`src/rtl/uart_tx_arbiter_if.sv`:
```
// Requester byte streams in, one shared serializer byte stream out, plus grant/overrun status.
interface uart_tx_arbiter_if #(
  parameter int N_REQ = 2
);
  logic [N_REQ-1:0]   req_valid;
  logic [8*N_REQ-1:0] req_data;
  logic [N_REQ-1:0]   req_last;
  logic [N_REQ-1:0]   req_ready;
  logic               tx_valid;
  logic [7:0]         tx_data;
  logic               tx_ready;
  logic [N_REQ-1:0]   grant;
  logic               pkt_overrun;

  modport slave (
    input  req_valid, req_data, req_last, tx_ready,
    output req_ready, tx_valid, tx_data, grant, pkt_overrun
  );

  modport master (
    output req_valid, req_data, req_last, tx_ready,
    input  req_ready, tx_valid, tx_data, grant, pkt_overrun
  );
endinterface

```
`src/rtl/uart_tx_arbiter.sv`:
```
// Packet-locked round-robin sharing of one UART serializer; grant one cycle after request.
// Owner bytes pass through combinationally; owner req_ready mirrors tx_ready, others held off.
module uart_tx_arbiter #(
  parameter int N_REQ   = 2,
  parameter int MAX_PKT = 64
) (
  input  logic               clk,
  input  logic               rst,
  uart_tx_arbiter_if.slave   bus
);

  localparam int IDX_W = (N_REQ > 1) ? $clog2(N_REQ) : 1;
  localparam int CW    = IDX_W + 1;
  localparam logic [8:0] MAX_CNT = 9'(MAX_PKT);

  typedef enum logic {IDLE, LOCK} state_e;

  state_e            state_q, state_d;
  logic [N_REQ-1:0]  grant_q, grant_d;
  logic [IDX_W-1:0]  owner_q, owner_d;
  logic [IDX_W-1:0]  rr_ptr_q, rr_ptr_d;
  logic [7:0]        byte_cnt_q, byte_cnt_d;
  logic              pkt_overrun_q, pkt_overrun_d;

  logic              any_req;
  logic [IDX_W-1:0]  sel;
  logic [CW-1:0]     cand;
  logic              cur_valid;
  logic              cur_last;
  logic [7:0]        cur_data;
  logic              xfer;
  logic              cnt_full;

  // Walk downward so the candidate closest to rr_ptr is the last one written.
  always_comb begin
    any_req = 1'b0;
    sel     = rr_ptr_q;
    cand    = '0;
    for (int i = N_REQ - 1; i >= 0; i--) begin
      cand = {1'b0, rr_ptr_q} + CW'(i);
      if (cand >= CW'(N_REQ)) begin
        cand = cand - CW'(N_REQ);
      end
      if (bus.req_valid[cand[IDX_W-1:0]]) begin
        any_req = 1'b1;
        sel     = cand[IDX_W-1:0];
      end
    end
  end

  always_comb begin
    cur_valid = bus.req_valid[owner_q];
    cur_last  = bus.req_last[owner_q];
    cur_data  = bus.req_data[{owner_q, 3'b000} +: 8];
    cnt_full  = (({1'b0, byte_cnt_q} + 9'd1) == MAX_CNT);
  end

  always_comb begin
    state_d        = state_q;
    grant_d        = grant_q;
    owner_d        = owner_q;
    rr_ptr_d       = rr_ptr_q;
    byte_cnt_d     = byte_cnt_q;
    pkt_overrun_d  = 1'b0;
    xfer           = 1'b0;
    bus.tx_valid   = 1'b0;
    bus.tx_data    = 8'h00;
    bus.req_ready  = '0;

    case (state_q)
      IDLE: begin
        if (any_req) begin
          grant_d    = N_REQ'(1) << sel;
          owner_d    = sel;
          byte_cnt_d = 8'd0;
          state_d    = LOCK;
        end
      end

      LOCK: begin
        bus.tx_valid  = cur_valid;
        bus.tx_data   = cur_data;
        bus.req_ready = grant_q & {N_REQ{bus.tx_ready}};
        xfer          = cur_valid & bus.tx_ready;
        if (xfer) begin
          if (cur_last || cnt_full) begin
            // Overrun only flags a forced release; a last byte at the limit is a clean end.
            pkt_overrun_d = ~cur_last;
            state_d       = IDLE;
            grant_d       = '0;
            byte_cnt_d    = 8'd0;
            rr_ptr_d      = (owner_q == IDX_W'(N_REQ - 1)) ? '0 : owner_q + 1'b1;
          end else begin
            byte_cnt_d = byte_cnt_q + 8'd1;
          end
        end
      end

      default: begin
        state_d = IDLE;
        grant_d = '0;
      end
    endcase
  end

  always_ff @(posedge clk) begin
    if (rst) begin
      state_q       <= IDLE;
      grant_q       <= '0;
      owner_q       <= '0;
      rr_ptr_q      <= '0;
      byte_cnt_q    <= 8'd0;
      pkt_overrun_q <= 1'b0;
    end else begin
      state_q       <= state_d;
      grant_q       <= grant_d;
      owner_q       <= owner_d;
      rr_ptr_q      <= rr_ptr_d;
      byte_cnt_q    <= byte_cnt_d;
      pkt_overrun_q <= pkt_overrun_d;
    end
  end

  assign bus.grant       = grant_q;
  assign bus.pkt_overrun = pkt_overrun_q;

  a_grant_onehot0 : assert property (@(posedge clk) disable iff (rst) $onehot0(grant_q));
  a_ready_onehot0 : assert property (@(posedge clk) disable iff (rst) $onehot0(bus.req_ready));

endmodule

```
`src/flat_wrapper.sv`:
```
// flat-port wrapper written by rule: the top's interface ports become plain ports
module uart_tx_arbiter_flat 
#(
  parameter int N_REQ   = 2,
  parameter int MAX_PKT = 64
)
  (clk, rst, bus_req_valid, bus_req_data, bus_req_last, bus_tx_ready, bus_req_ready, bus_tx_valid, bus_tx_data, bus_grant, bus_pkt_overrun);
  uart_tx_arbiter_if #(.N_REQ(N_REQ)) bus_i ();
  input  logic clk;
  input  logic rst;
  input wire logic [$bits(bus_i.req_valid)-1:0] bus_req_valid;
  input wire logic [$bits(bus_i.req_data)-1:0] bus_req_data;
  input wire logic [$bits(bus_i.req_last)-1:0] bus_req_last;
  input wire logic [$bits(bus_i.tx_ready)-1:0] bus_tx_ready;
  output wire logic [$bits(bus_i.req_ready)-1:0] bus_req_ready;
  output wire logic [$bits(bus_i.tx_valid)-1:0] bus_tx_valid;
  output wire logic [$bits(bus_i.tx_data)-1:0] bus_tx_data;
  output wire logic [$bits(bus_i.grant)-1:0] bus_grant;
  output wire logic [$bits(bus_i.pkt_overrun)-1:0] bus_pkt_overrun;
  assign bus_i.req_valid = bus_req_valid;
  assign bus_i.req_data = bus_req_data;
  assign bus_i.req_last = bus_req_last;
  assign bus_i.tx_ready = bus_tx_ready;
  assign bus_req_ready = bus_i.req_ready;
  assign bus_tx_valid = bus_i.tx_valid;
  assign bus_tx_data = bus_i.tx_data;
  assign bus_grant = bus_i.grant;
  assign bus_pkt_overrun = bus_i.pkt_overrun;
  uart_tx_arbiter #(.N_REQ(N_REQ), .MAX_PKT(MAX_PKT)) u_core (.clk(clk), .rst(rst), .bus(bus_i));
endmodule
```
`config.mk`:
```
export PLATFORM = sky130hd
export DESIGN_NAME = uart_tx_arbiter_flat
export DESIGN_NICKNAME = d
export VERILOG_FILES = /design/src/rtl/uart_tx_arbiter_if.sv /design/src/rtl/uart_tx_arbiter.sv /design/src/flat_wrapper.sv
export SDC_FILE = /design/constraint.sdc
export NUM_CORES = 1
export LEC_CHECK = 0
export CAP_MARGIN = 25
export CELL_PAD_IN_SITES_DETAIL_PLACEMENT = 1
export CELL_PAD_IN_SITES_GLOBAL_PLACEMENT = 2
export CORE_ASPECT_RATIO = 0.6
export CORE_MARGIN = 5
export CORE_UTILIZATION = 21
export CTS_CLUSTER_DIAMETER = 120
export DETAILED_ROUTE_END_ITERATION = 8
export HOLD_SLACK_MARGIN = 0.06
export PLACE_DENSITY = 0.77
export SETUP_SLACK_MARGIN = 0.5
export SLEW_MARGIN = 10
export SYNTH_ARGS = -nofsm -noshare
export SYNTH_HDL_FRONTEND = slang
export SYNTH_SLANG_ARGS = --single-unit
```
`constraint.sdc`:
```
create_clock -name clk -period 1.6 [get_ports clk]
set_input_delay 0.32 -clock clk [delete_from_list [all_inputs] [get_ports clk]]
set_output_delay 0.32 -clock clk [all_outputs]
set_load 0.05 [all_outputs]
```
# After elaboration in Yosys (flattened, before gate mapping)

Cells that the tools add are included.

Equal/unequal tests: 4
Multiplexer cells: 30
Add/subtract/negate cells: 6
$lt $le $gt $ge: 5
Reduce and logical (&&, ||, !) cells: 6
Bitwise operators: 6
Shift-type cells: 2

Operators by type and width:

| cell                | count |
|---|---|
| $mux 8              | 4 |
| $mux 1              | 19 |
| $pmux 8 s2          | 1 |
| $shiftx 16x5->8     | 1 |
| $add 8x1->9 const B | 1 |
| $eq 9x7->1 const B  | 1 |
| $add 8x1->8 const B | 1 |
| $mux 2              | 4 |
| $lt 1x2->1 const B  | 3 |
| $reduce_and 3->1    | 2 |
| $ne 2x2->1 const B  | 2 |
| $not 1->1           | 4 |
| $pmux 2 s2          | 1 |
| $reduce_and 2->1    | 2 |
| $reduce_or 4->1     | 1 |
| $add 1x1->2 const B | 1 |
| $and 2x2->2         | 1 |
| $ge 1x2->1 const B  | 1 |
| $ge 2x2->1 const B  | 1 |
| $ne 2x1->1 const B  | 1 |
| $pmux 1 s2          | 1 |
| $shl 1x1->2 const A | 1 |
| $sub 1x1->1 const B | 2 |
| $add 1x1->1 const B | 1 |
| 2 further kinds     | 2 |

Bits in registers: 14
Word-level logic and storage cells: 65
Input port bits: 23
Output and inout port bits: 14

# Logic depth before layout (Yosys ltp)

Gate-level depths: netlist (run 1).

Depth in word-level cells: 10
Depth in mapped cells: 6
Depth with buffers taken out: 5

# Worst setup path before layout (run 1)

Ideal clock, no wire load.

Path kind: register -> output
From: register u_core.owner_q
To: output port bus_tx_data[0]
Setup slack: -0.348 ns
Required time: 1.280 ns
Arrival time: 1.628 ns
Stages on the path, launching flop included: 4
Cell sequence: dfxtp_1 -> buf_1 -> mux2i_1 -> nor2b_1

Cells in the longest elaborated chain, start to end: 2

Ends and longest elaborated chain:

| element                  | line                   | RTL |
|---|---|---|
| start: declaration       | uart_tx_arbiter.sv:20  | `logic [IDX_W-1:0] owner_q, owner_d;` |
| start signal: assignment | uart_tx_arbiter.sv:117 | `owner_q <= owner_d;` |
| $shiftx 16x5->8          | uart_tx_arbiter.sv:54  | `cur_data = bus.req_data[{owner_q, 3'b000} +: 8];` |
| $mux 8                   | uart_tx_arbiter.sv:70  | `case (state_q)` |
| end: declaration         | flat_wrapper.sv:17     | `output wire logic [$bits(bus_i.tx_data)-1:0] bus_tx_data;` |

Every way passes these cells.

# Worst setup path after layout (run 1)

From: register u_core.byte_cnt_q[5]
To: register u_core.rr_ptr_q

Cells in the longest elaborated chain, start to end: 4

Ends and longest elaborated chain:

| element                           | line                   | RTL |
|---|---|---|
| start: declaration                | uart_tx_arbiter.sv:22  | `logic [7:0] byte_cnt_q, byte_cnt_d;` |
| start signal: assignment          | uart_tx_arbiter.sv:119 | `byte_cnt_q <= byte_cnt_d;` |
| $add 8x1->9                       | uart_tx_arbiter.sv:55  | `cnt_full = (({1'b0, byte_cnt_q} + 9'd1) == MAX_CNT);` |
| $eq 9x7->1                        | uart_tx_arbiter.sv:55  |  |
| $logic_or 1x1->1                  | uart_tx_arbiter.sv:86  | `if (cur_last \|\| cnt_full) begin` |
| $reduce_and 3->1 (no source line) | n/a                    |  |
| end signal: assignment            | uart_tx_arbiter.sv:118 | `rr_ptr_q <= rr_ptr_d;` |
| end: declaration                  | uart_tx_arbiter.sv:21  | `logic [IDX_W-1:0] rr_ptr_q, rr_ptr_d;` |

Every way passes these cells.
A chain may end at the register's enable or synchronous reset.

==> out/metrics.cfg, run 1 <==
[run_status]
status = finished, violations left
violations = negative setup slack

[timing]
grt_setup_unrepaired = true
finalHoldViolations = 0
clock_skew_ns = 0.00673
min_period_ns = 1.77
timing.final.crit_share = 1.11
final_max_slew_viol_count = 0
finalSetupViolations = 15
fmax_mhz = 565
fin_setup_tns_ns = -0.887
setup_slack_ns = -0.170
hold_ws_ns = 0.549
slew_headroom = 0.780
tightest_slew_ns = 0.328

[floorplan]
die_w_um = 95.1
floorplan.rows = 18
start_util = 0.220
die_area_um2 = 5800
die_h_um = 61.1
ioPinCount = 37
core_area_um2 = 4140

[power]
internal_power_w = 0.000868
ir_worst_vdd_uv = 282
combPwrFrac = 0.422
p_total_w = 0.00127
power_switching_share = 0.317
clockPowerShare = 0.285
power_density_nw_per_um2 = 598
seqPwrFrac = 0.293
power.switching_w = 0.000404
leakage_nw = 0.799

[clocking]
clockBufferDepth = 2
clockRootBuffer = clkbuf_8
clock_sinks = 14
h-tree-depth = 1
clock_latency_ns = 0.25
cts_made_buffers = 3
cts.clk_slew.worst_paths_ns = 0.07
cts_tree = built

[synth]
syn_inst = 108
synth_edf_count = 0
syn_area_per_cell_um2 = 8.45
ys_ff_latch = 14
synth_nets = 132
netlist_area_um2 = 912
synth_cell_types = 35
seq_area_frac_synth = 0.307
ys_warn_count = 0
ys_async_sr_fraction = 0
synth_ff_type = dfxtp_1

[grt]
antenna_found_initial = 0
grt_max_degree = 11
grt_pass1_vias = 1263
overflow = 0
grt_pass1_wl_mm = 6.75
grt_usage = 0.157

[cells_and_area]
layout_commonest_cell = buf_4
drive_gt1_frac = 0.549
final_cell_mix = buf_4, clkdlybuf4s50_1, buf_12
antennaDiodeCount = 0
final_nets = 200
n_fill_cell = 452
final_core_util = 0.513
syn_to_final_growth_pct = 133
multi_input_area_um2 = 908
regArea_um2 = 302

[worst_setup_path]
critPathLaunchType = flip-flop
path_max_fanout = 3
endpoint_kind = flip-flop
cp.required_ns = 1.75
critical_path_class = flip-flop to flip-flop
arrival_ns = 1.92
reg2reg_slack_ns = -0.17

[detailed_routing]
vias_per_cell = 4.65
drc = 0
vias = 1093
drtAntennaViolNets = 0
first_iter_violations = 24
dr.pass1.iters = 4
routed_wl_mm = 4.37
wl_per_cell_um = 18.6

[placement]
hpwl_mm = 2.98
gp_congestion = 0.731
numPortBuffers = 36

[hold_path]
min_path_type = flip-flop to flip-flop

[run]
cap_violations = 0

## layer usage
layer | global-route usage | part of all wire | up-vias
li1 | - | - | 528
met1 | 0.197 | 0.45 | 547
met2 | 0.273 | 0.51 | 13
met3 | 0.0488 | 0.031 | 5
met4 | 0.0308 | 0.0071 | 0
met5 | 0 | 0 | -
## critical path, cell delays in order, from the launching register on
cell and delay, ns:
dfxtp_2 0.36, and4_4 0.26, nor3b_4 0.23, o21ai_2 0.13, a2111oi_4 0.33, mux2_1 0.35
## area by class of cell
class                      instances  share of cell area
multi-input combinational         87               0.427
timing repair buffer              68               0.366
sequential                        14               0.142
tap                               60              0.0353
clock buffer                       4              0.0259
inverter                           2             0.00353
## stage by stage
stage / setup slack (ns) / cells / area [um2]
after global routing: -0.222 / 235 / 2130
final: -0.170 / 235 / 2130
after global placement: -0.281 / 223 / 1760
after floorplan: 0.00154 / 108 / 1090
after detailed placement: -0.357 / 223 / 1760
after CTS: -0.0825 / 233 / 2060
## sequential cells by signal, summed over array words and instances, names as in the netlist
register,cells
u_core.byte_cnt_q,8
u_core.rr_ptr_q,1
u_core.owner_q,1
u_core.bus.grant,2
u_core.state_q,1
u_core.bus.pkt_overrun,1
## power by group through the flow
stage | clock network, W | logic [W] | registers [W]
finish | 0.000362 | 0.000537 | 0.000372
global route | 0.000400 | 0.000563 | 0.000373
CTS | 0.000370 | 0.000514 | 0.000372
detailed placement | 0 | 0.000424 | 0.000378
global placement | 0 | 0.000412 | 0.000377
floorplan | 0 | 0.000214 | 0.000383
## path summary, 6_finish.rpt
check | startpoint | endpoint | depth (start not counted)
worst min-delay path | u_core.bus.grant[0] | u_core.bus.grant[0] | 2
worst max-delay path | u_core.byte_cnt_q[5] | u_core.rr_ptr_q | 5
worst min register to register | u_core.bus.grant[0] | u_core.bus.grant[0] | 2
worst max register to register | u_core.byte_cnt_q[5] | u_core.rr_ptr_q | 5
## synthesized netlist by cell type, types with 2 or more instances
cell      instances  area share
xor2_1            3       0.029
o21ai_0           2       0.011
nand3_1           2       0.011
o21ai_1           2       0.011
nor2b_1          13       0.089
nand2b_1          4       0.027
inv_1             2      0.0082
a32oi_1           2       0.019
nand3b_1          2       0.016
a311oi_1          2       0.019
clkbuf_1          3       0.012
nor3_1            7       0.038
o22ai_1           2       0.014
and4_1            3       0.029
dfxtp_1          14        0.31
nand2_1           8       0.033
mux2i_1          11        0.12
and3_1            2       0.014
nor2_1            8       0.033
## logic make-up after synthesis
group / share of synthesized area
XOR/XNOR: 0.0384
adder cells (fa/ha/maj): 0.0137
buffers and inverters: 0.0302
AO/OA/AOI/OAI: 0.136
multiplexers: 0.133
flip-flops: 0.307
AND/OR/NAND/NOR: 0.342
## repair_timing
item | CTS | global route
pin swaps | 3 | 3
setup endpoints to repair | 27 | 28
gates resized for setup | 40 | 12
buffers inserted | 5 | 2
cloned | 1 | 0
hold buffers | 0 | 0
Power figures use the tool's default switching activity.
==> inputs of run 2 (changes only) <==
--- a/constraint.sdc
+++ b/constraint.sdc
@@ -3,2 +3,2 @@
 set_output_delay 0.32 -clock clk [all_outputs]
-set_load 0.05 [all_outputs]
+set_load 0.1 [all_outputs]
==> run 2 against run 1 <==
Net effect:
- the run still ends with negative setup slack left
- clock power hardly changed
- critical path depth stayed put
- final cell count is 2.1% higher
- register-to-register slack better by 0.06 ns
- non-clock buffer count is 5 higher
- critical path type unchanged
- largest power group unchanged
==> out/metrics.cfg, run 2 (synthesis gave the netlist of run 1 again) <==
[worst_setup_path]
path_max_fanout = 3
critPathLaunchType = flip-flop
critical_path_class = flip-flop to flip-flop
endpoint_kind = flip-flop
arrival_ns = 1.86
reg2reg_slack_ns = -0.11
cp.required_ns = 1.75

[cells_and_area]
drive_gt1_frac = 0.633
layout_commonest_cell = buf_4
syn_to_final_growth_pct = 143
final_nets = 205
antennaDiodeCount = 0
final_cell_mix = buf_4, clkdlybuf4s50_1, buf_12
largest_register = u_core.byte_cnt_q
final_cells = 240
largest_register_ffs = 8

[run_status]
violations = negative setup slack
status = finished, violations left

[timing]
finalHoldViolations = 0
grt_setup_unrepaired = true
finalSetupViolations = 12
tightest_slew_ns = 0.331
min_period_ns = 1.71
clock_skew_ns = 0.00418
setup_slack_ns = -0.112
final_max_slew_viol_count = 0
fmax_mhz = 584
timing.final.crit_share = 1.07
slew_headroom = 0.778

[detailed_routing]
routed_wl_mm = 4.87
vias_per_cell = 4.76
first_iter_violations = 46
wl_per_cell_um = 20.3
dr.pass1.iters = 4
drc = 0
drtAntennaViolNets = 0
vias = 1142

[grt]
grt_usage = 0.172
grt_pass1_vias = 1288
grt_max_degree = 11
grt_pass1_wl_mm = 7.20
overflow = 0
antenna_found_initial = 0

[clocking]
cts_tree = built
h-tree-depth = 1
cts_made_buffers = 3
clock_sinks = 14
clockBufferDepth = 2
clock_latency_ns = 0.25
cts_hold_buffers = 0
clockRootBuffer = clkbuf_8
cts.clk_slew.worst_paths_ns = 0.07

[placement]
hpwl_mm = 3.32
gp_congestion = 0.777
numPortBuffers = 36
dp.cells = 226

[run]
cap_violations = 0

[hold_path]
min_path_type = flip-flop to flip-flop

[power]
power_density_nw_per_um2 = 619
ir_worst_vdd_uv = 319
p_total_w = 0.00137
leakage_nw = 0.824

[floorplan]
die_w_um = 95.1
ioPinCount = 37
die_area_um2 = 5800
core_area_um2 = 4140
die_h_um = 61.1
start_util = 0.220
floorplan.rows = 18

==> run 2: changes by cell type in the layout (fill, tap and decap cells not counted), moves of 3 or more <==
cell     previous run  this run
buf_12             12        16
buf_4              25        29
nor3_1              5         1
nand2_1             8         5
nor3_2              2         6
buf_8               3         0
nand2_2             0         3
==> run 2: report_power, final <==
| group | total, W | switching (W) | internal, W |
|---|---|---|---|
| registers | 0.000374 | 0.0000178 | 0.000357 |
| clock network | 0.000364 | 0.000146 | 0.000219 |
| logic | 0.000633 | 0.000334 | 0.000299 |
| total | 0.00137 | 0.000497 | 0.000875 |
==> run 2: critical path: stages, from the launching register on <==
cell	delay, ns
dfxtp_2	0.35
and4_4	0.25
nor3b_4	0.21
o21ai_2	0.11
a2111oi_4	0.35
mux2_4	0.33
==> run 2: through the flow <==
step	cell area [um2]	TNS, ns	setup WS, ns	hold WS [ns]	utilization
3_3_place_gp	1830	-3.26	-0.307	0.514	0.442
5_1_grt	2210	-1.54	-0.179	0.585	0.534
6_report	2210	-0.635	-0.112	0.550	0.534
2_1_floorplan	1100	0	0.00154	0.434	-
4_1_cts	2150	-0.606	-0.0919	0.542	0.519
3_5_place_dp	1830	-4.17	-0.395	0.533	0.442
==> run 2: area by class of cell <==
type	count	area, um2
clock buffers	4	55.1
well taps	60	75.1
repair buffers	73	822
fillers	445	1930
multi-input cells	87	952
flip-flops and latches	14	303
inverters	2	7.51
==> run 2: worst paths after layout <==
path / start / to / cells after the start
hold / removal: u_core.byte_cnt_q[1] / u_core.byte_cnt_q[1] / 2
hold reg to reg: u_core.byte_cnt_q[1] / u_core.byte_cnt_q[1] / 2
setup reg to reg: u_core.byte_cnt_q[5] / u_core.rr_ptr_q / 5
setup / recovery: u_core.byte_cnt_q[5] / u_core.rr_ptr_q / 5
==> run 2: metal layers <==
layer	up-vias	GRT usage	wire, um
li1	536	-	-
met1	573	0.212	2020
met2	21	0.311	2570
met3	12	0.0342	145
met4	0	0.0472	138
met5	-	0	0
==> run 2: repair_timing <==
action | CTS | global route
gates cloned | 0 | 0
setup endpoints to repair | 27 | 26
pin swaps | 6 | 6
buffers inserted | 8 | 2
gates resized for setup | 45 | 14
==> inputs of run 3 (changes only) <==
- SLEW_MARGIN: 10 -> 20
==> results of run 3 <==
No change in the layout: final DEF, timing and power equal those of run 2.
